## src/rtl/l2_resp_scheduler.sv

```systemverilog
// l2_resp_scheduler
// Buffers one response per L2 bank, grants one buffered response per transfer
// in round-robin order, and presents it on a strictly one-hot lane of the
// response fan-in tree. The granted response sits in an output register until
// the master accepts it with resp_ready_i.
module l2_resp_scheduler #(
    parameter int N_SLAVE    = 4,
    parameter int DATA_WIDTH = 64,
    parameter int BYTE_NUM   = DATA_WIDTH / 8,
    parameter int TAG_WIDTH  = BYTE_NUM
) (
    input  logic                            clk,
    input  logic                            rst,
    input  logic [N_SLAVE-1:0]              bank_valid_i,
    input  logic [N_SLAVE*DATA_WIDTH-1:0]   bank_rdata_i,
    input  logic [N_SLAVE*TAG_WIDTH-1:0]    bank_rtag_i,
    output logic [N_SLAVE-1:0]              bank_ready_o,
    output logic [N_SLAVE-1:0]              tree_valid_o,
    output logic [N_SLAVE*DATA_WIDTH-1:0]   tree_rdata_o,
    output logic [N_SLAVE*TAG_WIDTH-1:0]    tree_rtag_o,
    input  logic                            resp_ready_i,
    output logic                            busy_o
);

    // Index width; a single bank still gets a 1-bit index that stays at zero.
    localparam int SEL_W = (N_SLAVE > 1) ? $clog2(N_SLAVE) : 1;
    // Bank count in index width plus one bit, so rr_ptr + offset never overflows.
    localparam logic [SEL_W:0] N_EXT = (SEL_W+1)'(N_SLAVE);

    // Per-bank response buffers
    logic [N_SLAVE-1:0]    buf_valid_q, buf_valid_d;
    logic [DATA_WIDTH-1:0] buf_data_q [N_SLAVE];
    logic [DATA_WIDTH-1:0] buf_data_d [N_SLAVE];
    logic [TAG_WIDTH-1:0]  buf_tag_q  [N_SLAVE];
    logic [TAG_WIDTH-1:0]  buf_tag_d  [N_SLAVE];

    // Output register and round-robin pointer
    logic                  out_valid_q, out_valid_d;
    logic [SEL_W-1:0]      out_sel_q,   out_sel_d;
    logic [DATA_WIDTH-1:0] out_data_q,  out_data_d;
    logic [TAG_WIDTH-1:0]  out_tag_q,   out_tag_d;
    logic [SEL_W-1:0]      rr_ptr_q,    rr_ptr_d;

    // Arbitration / handshake signals
    logic                  load_s;
    logic                  found_s;
    logic [SEL_W-1:0]      sel_s;
    logic [SEL_W:0]        cand_s;
    logic [SEL_W:0]        next_ptr_s;
    logic [N_SLAVE-1:0]    pop_s;

    // The output register can take a new response when empty or being drained.
    assign load_s = ~out_valid_q | resp_ready_i;

    // Round-robin search starting at rr_ptr; the candidate index wraps at N_SLAVE
    // so a non-power-of-two bank count never produces an out-of-range index.
    always_comb begin
        found_s = 1'b0;
        sel_s   = {SEL_W{1'b0}};
        cand_s  = {(SEL_W+1){1'b0}};
        for (int k = 0; k < N_SLAVE; k++) begin
            cand_s = {1'b0, rr_ptr_q} + (SEL_W+1)'(k);
            if (cand_s >= N_EXT) begin
                cand_s = cand_s - N_EXT;
            end else begin
                cand_s = cand_s;
            end
            if (!found_s && buf_valid_q[cand_s[SEL_W-1:0]]) begin
                found_s = 1'b1;
                sel_s   = cand_s[SEL_W-1:0];
            end else begin
                found_s = found_s;
                sel_s   = sel_s;
            end
        end
    end

    // Pointer moves to the bank after the granted one, wrapping at N_SLAVE.
    always_comb begin
        next_ptr_s = {1'b0, sel_s} + {{SEL_W{1'b0}}, 1'b1};
        if (next_ptr_s >= N_EXT) begin
            next_ptr_s = {(SEL_W+1){1'b0}};
        end else begin
            next_ptr_s = next_ptr_s;
        end
    end

    // Pop decode and bank ready: a full buffer is ready only when it is emptied
    // this cycle, which makes bank_ready_o depend combinationally on resp_ready_i.
    always_comb begin
        pop_s        = {N_SLAVE{1'b0}};
        bank_ready_o = {N_SLAVE{1'b0}};
        for (int i = 0; i < N_SLAVE; i++) begin
            pop_s[i]        = load_s & found_s & (sel_s == SEL_W'(i));
            bank_ready_o[i] = ~buf_valid_q[i] | pop_s[i];
        end
    end

    // Buffer next state: a push wins over a same-cycle pop so back-to-back
    // responses from one bank keep the buffer full with the newer data.
    always_comb begin
        buf_valid_d = buf_valid_q;
        buf_data_d  = buf_data_q;
        buf_tag_d   = buf_tag_q;
        for (int i = 0; i < N_SLAVE; i++) begin
            if (bank_valid_i[i] && bank_ready_o[i]) begin
                buf_valid_d[i] = 1'b1;
                buf_data_d[i]  = bank_rdata_i[i*DATA_WIDTH +: DATA_WIDTH];
                buf_tag_d[i]   = bank_rtag_i[i*TAG_WIDTH +: TAG_WIDTH];
            end else if (pop_s[i]) begin
                buf_valid_d[i] = 1'b0;
            end else begin
                buf_valid_d[i] = buf_valid_q[i];
            end
        end
    end

    // Output register next state: load the granted buffer, go empty when there
    // is nothing to grant, and hold everything while the master stalls.
    always_comb begin
        out_valid_d = out_valid_q;
        out_sel_d   = out_sel_q;
        out_data_d  = out_data_q;
        out_tag_d   = out_tag_q;
        rr_ptr_d    = rr_ptr_q;
        if (load_s && found_s) begin
            out_valid_d = 1'b1;
            out_sel_d   = sel_s;
            out_data_d  = buf_data_q[sel_s];
            out_tag_d   = buf_tag_q[sel_s];
            rr_ptr_d    = next_ptr_s[SEL_W-1:0];
        end else if (load_s) begin
            out_valid_d = 1'b0;
        end else begin
            out_valid_d = out_valid_q;
        end
    end

    // Buffer registers; reset discards any buffered response.
    always_ff @(posedge clk or posedge rst) begin
        if (rst) begin
            buf_valid_q <= {N_SLAVE{1'b0}};
            for (int i = 0; i < N_SLAVE; i++) begin
                buf_data_q[i] <= {DATA_WIDTH{1'b0}};
                buf_tag_q[i]  <= {TAG_WIDTH{1'b0}};
            end
        end else begin
            buf_valid_q <= buf_valid_d;
            buf_data_q  <= buf_data_d;
            buf_tag_q   <= buf_tag_d;
        end
    end

    // Output register and pointer; reset drops the in-flight response.
    always_ff @(posedge clk or posedge rst) begin
        if (rst) begin
            out_valid_q <= 1'b0;
            out_sel_q   <= {SEL_W{1'b0}};
            out_data_q  <= {DATA_WIDTH{1'b0}};
            out_tag_q   <= {TAG_WIDTH{1'b0}};
            rr_ptr_q    <= {SEL_W{1'b0}};
        end else begin
            out_valid_q <= out_valid_d;
            out_sel_q   <= out_sel_d;
            out_data_q  <= out_data_d;
            out_tag_q   <= out_tag_d;
            rr_ptr_q    <= rr_ptr_d;
        end
    end

    // Tree drive: only the granted lane carries valid, data and tag; the tree
    // merges lanes without arbitration, so every other lane is forced to zero.
    always_comb begin
        tree_valid_o = {N_SLAVE{1'b0}};
        tree_rdata_o = {(N_SLAVE*DATA_WIDTH){1'b0}};
        tree_rtag_o  = {(N_SLAVE*TAG_WIDTH){1'b0}};
        for (int i = 0; i < N_SLAVE; i++) begin
            if (out_valid_q && (out_sel_q == SEL_W'(i))) begin
                tree_valid_o[i]                          = 1'b1;
                tree_rdata_o[i*DATA_WIDTH +: DATA_WIDTH] = out_data_q;
                tree_rtag_o[i*TAG_WIDTH +: TAG_WIDTH]    = out_tag_q;
            end else begin
                tree_valid_o[i] = 1'b0;
            end
        end
    end

    assign busy_o = (|buf_valid_q) | out_valid_q;

endmodule

```

## config.mk

```make
export PLATFORM = sky130hd
export DESIGN_NAME = l2_resp_scheduler
export DESIGN_NICKNAME = d
export VERILOG_FILES = /design/src/rtl/l2_resp_scheduler.sv
export SDC_FILE = /design/constraint.sdc
export NUM_CORES = 1
export LEC_CHECK = 0
export ABC_AREA = 0
export BUFFER_PORTS_ARGS = -buffer_cell sky130_fd_sc_hd__buf_2
export CORE_AREA = 2 2 229 231
export DETAILED_ROUTE_END_ITERATION = 8
export DIE_AREA = 0 0 231 233
export GPL_TIMING_DRIVEN = 0
export PLACE_DENSITY_LB_ADDON = 0.05
export SLEW_MARGIN = 15
export SYNTH_ARGS = -nofsm -noshare
export SYNTH_HDL_FRONTEND = slang
export SYNTH_SLANG_ARGS = --single-unit
export TNS_END_PERCENT = 1
```

## constraint.sdc

```tcl
create_clock -name clk -period 13.6 [get_ports clk]
set_input_delay 0.68 -clock clk [delete_from_list [all_inputs] [get_ports clk]]
set_output_delay 0.68 -clock clk [all_outputs]
set_load 0.01 [all_outputs]
```

# Yosys cells after proc, flatten, opt, wreduce, memory -nomap -nowiden
# Cells that the tools add are included.
[word_totals] regBits=369 in_bits=295 output_inout_bits=297 wordCells=130
[classes] addsub=8 magnitude_cmp=10 n_eq_ne=6 n_mux=49 n_bitwise=17 reduce_logical=23
[op_table] operator="2-to-1 mux 64 bit" count=6
[op_table] operator="binary-select mux 64 bit (select 2 bit)" count=1
[op_table] operator="2-to-1 mux 8 bit" count=6
[op_table] operator="2-to-1 mux 1 bit" count=22
[op_table] operator="2-to-1 mux 2 bit" count=9
[op_table] operator="binary-select mux 8 bit (select 2 bit)" count=1
[op_table] operator=">= comparator 3 bit (second input constant)" count=5
[op_table] operator="logical AND 1 bit" count=12
[op_table] operator="less-than comparator 2 x 3 -> 1 bit (second input constant)" count=4
[op_table] operator="nonzero test 2 bit" count=5
[op_table] operator="binary-select mux 1 bit (select 2 bit)" count=4
[op_table] operator="== test 2 bit (second input constant)" count=4
[op_table] operator="subtractor 2 x 1 -> 2 bit (second input constant)" count=4
[op_table] operator="adder 2 x 1 -> 3 bit (second input constant)" count=2
[op_table] operator="adder 2 x 2 -> 3 bit (second input constant)" count=2
[op_table] operator="OR 1 bit" count=6
[op_table] operator="AND 1 bit" count=5
[op_table] operator="inverter 1 bit" count=5
[op_table] operator="== test 2 x 1 -> 1 bit (second input constant)" count=2
[op_table] operator="zero test 2 bit" count=2
[op_table] operator="OR reduction 4 bit" count=1
[op_table] operator=">= comparator 2 x 3 -> 1 bit (second input constant)" count=1
[op_table] operator="zero test 1 bit" count=3
[op_table] operator="inverter 2 -> 3 bit" count=1

# Depth between registers and ports, before layout
[logic_depth] ltp_word=19 mapped_depth=14 depth_no_buf=9

# Worst setup path before layout
# Ideal clock, no wire load.
[synth_path] path_type="register -> register" from="reg buf_valid_q[0]" to="reg buf_data_q[0] in the netlist's numbering" setup_ps=125 t_arrival_ps=3148 t_required_ps=13475 setup_slack_ps=10328 path_stages_with_launch=15 n_path_buf=5 period_less_slack_ps=3272 cell_sequence="dfrtp_1 > buf_2 > nor2b_1 > or4b_1 > and2_1 > buf_6 > buf_6 > inv_1 > ha_1 > inv_1 > o21ai_0 > and2_1 > clkbuf_1 > buf_2 > mux2_2"
[synth_via] elab_chain_len=16 word_cells_on_any_way=27 classes_between="eq/ne (1); mux (16); bitwise (3); reduce/logical (7)"
[synth_lines] item="start, declared" line="31" text="logic [N_SLAVE-1:0] buf_valid_q, buf_valid_d;"
[synth_lines] item="start signal, assigned" line="142" text="buf_valid_q <= {N_SLAVE{1'b0}};"
[synth_lines] item="start signal, assigned" line="148" text="buf_valid_q <= buf_valid_d;"
[synth_lines] item="binary-select mux 1 bit (select 2 bit)" line="68" text="if (!found_s && buf_valid_q[cand_s[SEL_W-1:0]]) begin"
[synth_lines] item="2-to-1 mux 1 bit (implied by the code)" line="68"
[synth_lines] item="2-to-1 mux 1 bit" line="68"
[synth_lines] item="zero test 1 bit" line="68"
[synth_lines] item="logical AND 1 bit" line="68"
[synth_lines] item="2-to-1 mux 1 bit" line="68"
[synth_lines] item="zero test 1 bit" line="68"
[synth_lines] item="logical AND 1 bit" line="68"
[synth_lines] item="2-to-1 mux 1 bit" line="68"
[synth_lines] item="zero test 1 bit" line="68"
[synth_lines] item="logical AND 1 bit" line="68"
[synth_lines] item="2-to-1 mux 2 bit / 2-to-1 mux 1 bit (equally long branches)" line="68"
[synth_lines] item="== test 2 bit / AND 1 bit (equally long branches)" line="94" text="pop_s[i] = load_s & found_s & (sel_s == SEL_W'(i));"
[synth_lines] item="AND 1 bit (*)" line="94"
[synth_lines] item="OR 1 bit (*)" line="95" text="bank_ready_o[i] = ~buf_valid_q[i] | pop_s[i];"
[synth_lines] item="via bank_ready_o[3]" line="17" text="output logic [N_SLAVE-1:0] bank_ready_o,"
[synth_lines] item="logical AND 1 bit (*)" line="106" text="if (bank_valid_i[i] && bank_ready_o[i]) begin"
[synth_lines] item="end signal, assigned by index" line="144" text="buf_data_q[i] <= {DATA_WIDTH{1'b0}};"
[synth_lines] item="end signal, assigned" line="149" text="buf_data_q <= buf_data_d;"
[synth_lines] item="end, declared" line="32" text="logic [DATA_WIDTH-1:0] buf_data_q [N_SLAVE];"
# Mark *: on every way through the listed nets, which the timed path passes. The rest lies on a longest branch. The select of a mux whose other input is x is not followed.
# A chain may end at the register's enable or synchronous reset.

# Worst setup path after layout
[layout_path] from="reg buf_valid_q[0]" to="reg buf_data_q[3] in the netlist's numbering"
[layout_via] elab_chain_len=16 word_cells_on_any_way=27 classes_between="eq/ne (1); mux (16); bitwise (3); reduce/logical (7)"
[layout_lines] item="binary-select mux 1 bit (select 2 bit)" line="68"
[layout_lines] item="2-to-1 mux 1 bit (implied by the code)" line="68"
[layout_lines] item="2-to-1 mux 1 bit" line="68"
[layout_lines] item="zero test 1 bit" line="68"
[layout_lines] item="logical AND 1 bit" line="68"
[layout_lines] item="2-to-1 mux 1 bit" line="68"
[layout_lines] item="zero test 1 bit" line="68"
[layout_lines] item="logical AND 1 bit" line="68"
[layout_lines] item="2-to-1 mux 1 bit" line="68"
[layout_lines] item="zero test 1 bit" line="68"
[layout_lines] item="logical AND 1 bit" line="68"
[layout_lines] item="2-to-1 mux 2 bit / 2-to-1 mux 1 bit (equally long branches)" line="68"
[layout_lines] item="== test 2 bit / AND 1 bit (equally long branches)" line="94"
[layout_lines] item="AND 1 bit (*)" line="94"
[layout_lines] item="OR 1 bit (*)" line="95"
[layout_lines] item="logical AND 1 bit (*)" line="106"
# Every way passes the cells marked *; elsewhere a longest branch is shown, timed or not. The select of a mux whose other input is x is not followed.

==> flow_summary.ini <==
[timing]
rsz0062_at_grt = no
fin_crit_ns = 4.35
finalCritPeriodShare = 0.320
finalMaxSlewViolations = 0
relSlewSlack = 0.286
finalHoldViolCount = 0
setup_viol = 0
holdWs_ns = 0.125
tightest_slew_ns = 1.07
max_freq_mhz = 230
fin_skew_ns = 0.0106
fin_ws_ns = 9.25

[floorplan]
start_util = 0.353
die_area_um2 = 53800
fp.dieH_um = 233
ioPinCount = 592
dieWidth_um = 231
rows = 83
design.core.area_um2 = 51100

[power]
powerDensity_nw_per_um2 = 257
p_sw_mw = 2.38
ir_drop_uv = 108
sequentialPowerShare = 0.348
pwr-share-clk = 0.193
p_leak_nw = 11.3
swShare = 0.395
pwr-share-comb = 0.459
internal_power_mw = 3.64

[synth]
ys_seq_elements = 369
synth_compound_area_frac = 0.0908
syn_area_um2 = 18000
yosys.area_share.simple = 0.138
synthXorXnorAreaFrac = 0
synth_top_family_by_area = multiplexers
yosys.area_share.adder = 0.000694
synth_cell_types = 43
async_flop_share = 1.00
ys_warn_count = 0
avgSynthCellArea_um2 = 11.6
syn_inst = 1551
syn-num-nets = 1847
synth.mux.area_fraction = 0.220
ys_seq_area_frac = 0.512
synth_edf_count = 0
yosys_most_used_dff = dfrtp_1

[global_routing]
grt_pass1_vias = 15200
antenna_found_initial = 31
grt_max_degree = 103
grt_overflow = 0
grt_pass1_wl_um = 100000
grt_usage = 0.253

[placed_design]
dp_hpwl_um = 51400
routabilityCongestion = 0.838
port_buffers = 591
place_ws_ns = 9.18

[cts]
htree_levels = 2
cts_buffers = 44
clock_latency_ns = 0.57
clkSinkCount = 369
clk_path_buf_depth = 3
cts_setup_buffers = 0
hold_buffers = 0
ctsRootBufferMaster = clkbuf_16
cts_resized = 0
tritoncts = built
clk_pin_slew_worst_paths_ns = 0.06

[worst_hold_path]
min_path_type = input pin to async pin

[run]
maxCapViolations = 0

[cells_and_area]
layout-drive-gt1-share = 0.425
final_util = 0.458
nNetsFinal = 2489
area_growth_pct = 29.9

[drt]
ant_nets = 0
wl_per_cell_um = 23.8
viasPerCell = 5.16
first_iter_violations = 848
wirelength_um = 69300
drc = 0
firstDrtPassIters = 8
vias = 15000

[worst_setup_path]
crit_start = buf_valid_q[0]
timing.rr.start = buf_valid_q[0]
path_max_fanout = 10
crit_end = buf_data_q[3]
critPathLaunchType = flip-flop
ff2ff_path_depth = 13
rrSetupSlack_ns = 9.25
worst-setup-path-type = flip-flop to flip-flop
required_ns = 14.05
cp.arrival_ns = 4.80
end_kind = flip-flop
r2r-end = buf_data_q[3]

[outcome]
status = finished clean
## critical path, cell delays in order (launching register included)
cell,delay [ns]
dfrtp_1,0.38
buf_2,0.19
nor2b_1,0.19
o21bai_1,0.14
o21ai_0,0.13
inv_1,0.53
clkbuf_1,0.62
ha_1,0.26
inv_1,0.04
o21ai_0,0.25
and2_1,0.17
clkbuf_1,0.48
buf_2,0.44
mux2_2,0.38
## routing by layer
layer  routed length [um]  track usage  up-vias
met2                34200        0.423      506
met4                  984       0.0623       24
met3                 4290       0.0540       86
met5                  164            0        -
li1                     -            -     6793
met1                29700        0.332     7619
## cells in the mapped netlist, drive strengths merged, types with 2 or more instances
cell,instances,area share
clkbuf,81,0.017
buf,44,0.019
o211ai,2,0.0011
inv,7,0.0015
nand3,27,0.0075
o21ai,133,0.037
a221oi,45,0.022
o21bai,2,0.00083
mux2i,72,0.040
and3,29,0.010
and2,290,0.10
a21boi,2,0.00083
nor2,48,0.010
nor2b,4,0.0014
mux2,288,0.18
o22ai,72,0.025
nand2b,8,0.0028
or2,2,0.00069
a21oi,3,0.00083
dfrtp,369,0.51
nand2,10,0.0022
## stage by stage
stage / cells / TNS (ns) / power (mW) / instance area (um^2)
global placement: 2822 / -738.56 / 4.82 / 21800
floorplan: 1551 / 0 / 3.75 / 18000
finish: 2914 / 0 / 6.02 / 23400
CTS: 2900 / 0 / 6.07 / 23400
global route: 2907 / 0 / 6.41 / 23400
detailed placement: 2827 / 0 / 4.88 / 22000
## flip-flops by register name (all words and copies together), names as in the netlist
signal       cells
out_data_q      64
buf_tag_q       32
out_tag_q        8
buf_data_q     256
out_valid_q      1
buf_valid_q      4
out_sel_q        2
rr_ptr_q         2
## how the worst min path moves through the flow
stage,slack [ns],startpoint,cells past startpoint,to
2_1_floorplan,0.46,buf_data_q[100],1,buf_data_q[100]
3_3_place_gp,0.46,buf_data_q[108],1,buf_data_q[108]
3_5_place_dp,0.47,buf_data_q[106],1,buf_data_q[106]
4_1_cts,0.12,rst,2,out_tag_q[1]
5_1_grt,0.14,rst,2,buf_tag_q[27]
6_report,0.13,rst,2,buf_tag_q[17]
## power groups by stage
stage | registers [mW] | clock network, mW | logic (mW)
finish | 2.09 | 1.16 | 2.76
global route | 2.17 | 1.23 | 3.01
CTS | 2.09 | 1.19 | 2.79
detailed placement | 2.10 | 0 | 2.78
global placement | 2.08 | 0 | 2.74
floorplan | 1.92 | 0 | 1.83
## cell type report
type,count,area [um^2]
Inverter,7,33.8
Buffer,125,657
Tap cell,680,851
Timing Repair Buffer,596,3080
Antenna cell,14,35.0
Multi-Input combinational cell,1050,8120
Clock buffer,68,1320
Clock inverter,5,75.1
Sequential cell,369,9230
Fill cell,4968,27700
## cells in the final DEF, fill, tap and decap left out, types with 5 or more instances in the layout
| cell | count |
|---|---|
| buf_2 | 613 |
| inv_1 | 5 |
| nand3_1 | 27 |
| buf_6 | 21 |
| diode_2 | 14 |
| nand2_1 | 9 |
| dfrtp_1 | 369 |
| o22ai_1 | 72 |
| o21ai_0 | 114 |
| and2_1 | 290 |
| o21ai_1 | 19 |
| clkbuf_8 | 11 |
| mux2_2 | 233 |
| clkbuf_1 | 91 |
| nand2b_1 | 8 |
| nor2_1 | 47 |
| and3_1 | 29 |
| a221oi_1 | 45 |
| mux2i_1 | 72 |
| mux2_1 | 55 |
| clkbuf_16 | 45 |
## cells by family (layout without fill, tap and decap cells)
| group | after synthesis | after routing |
|---|---|---|
| simple gates | 423 | 423 |
| other cells | 0 | 14 |
| flops | 369 | 369 |
| compound gates | 266 | 266 |
| mux | 360 | 360 |
| fa+ha+maj | 1 | 1 |
| buf+inv | 132 | 801 |
(Power assumes the default switching activity.)
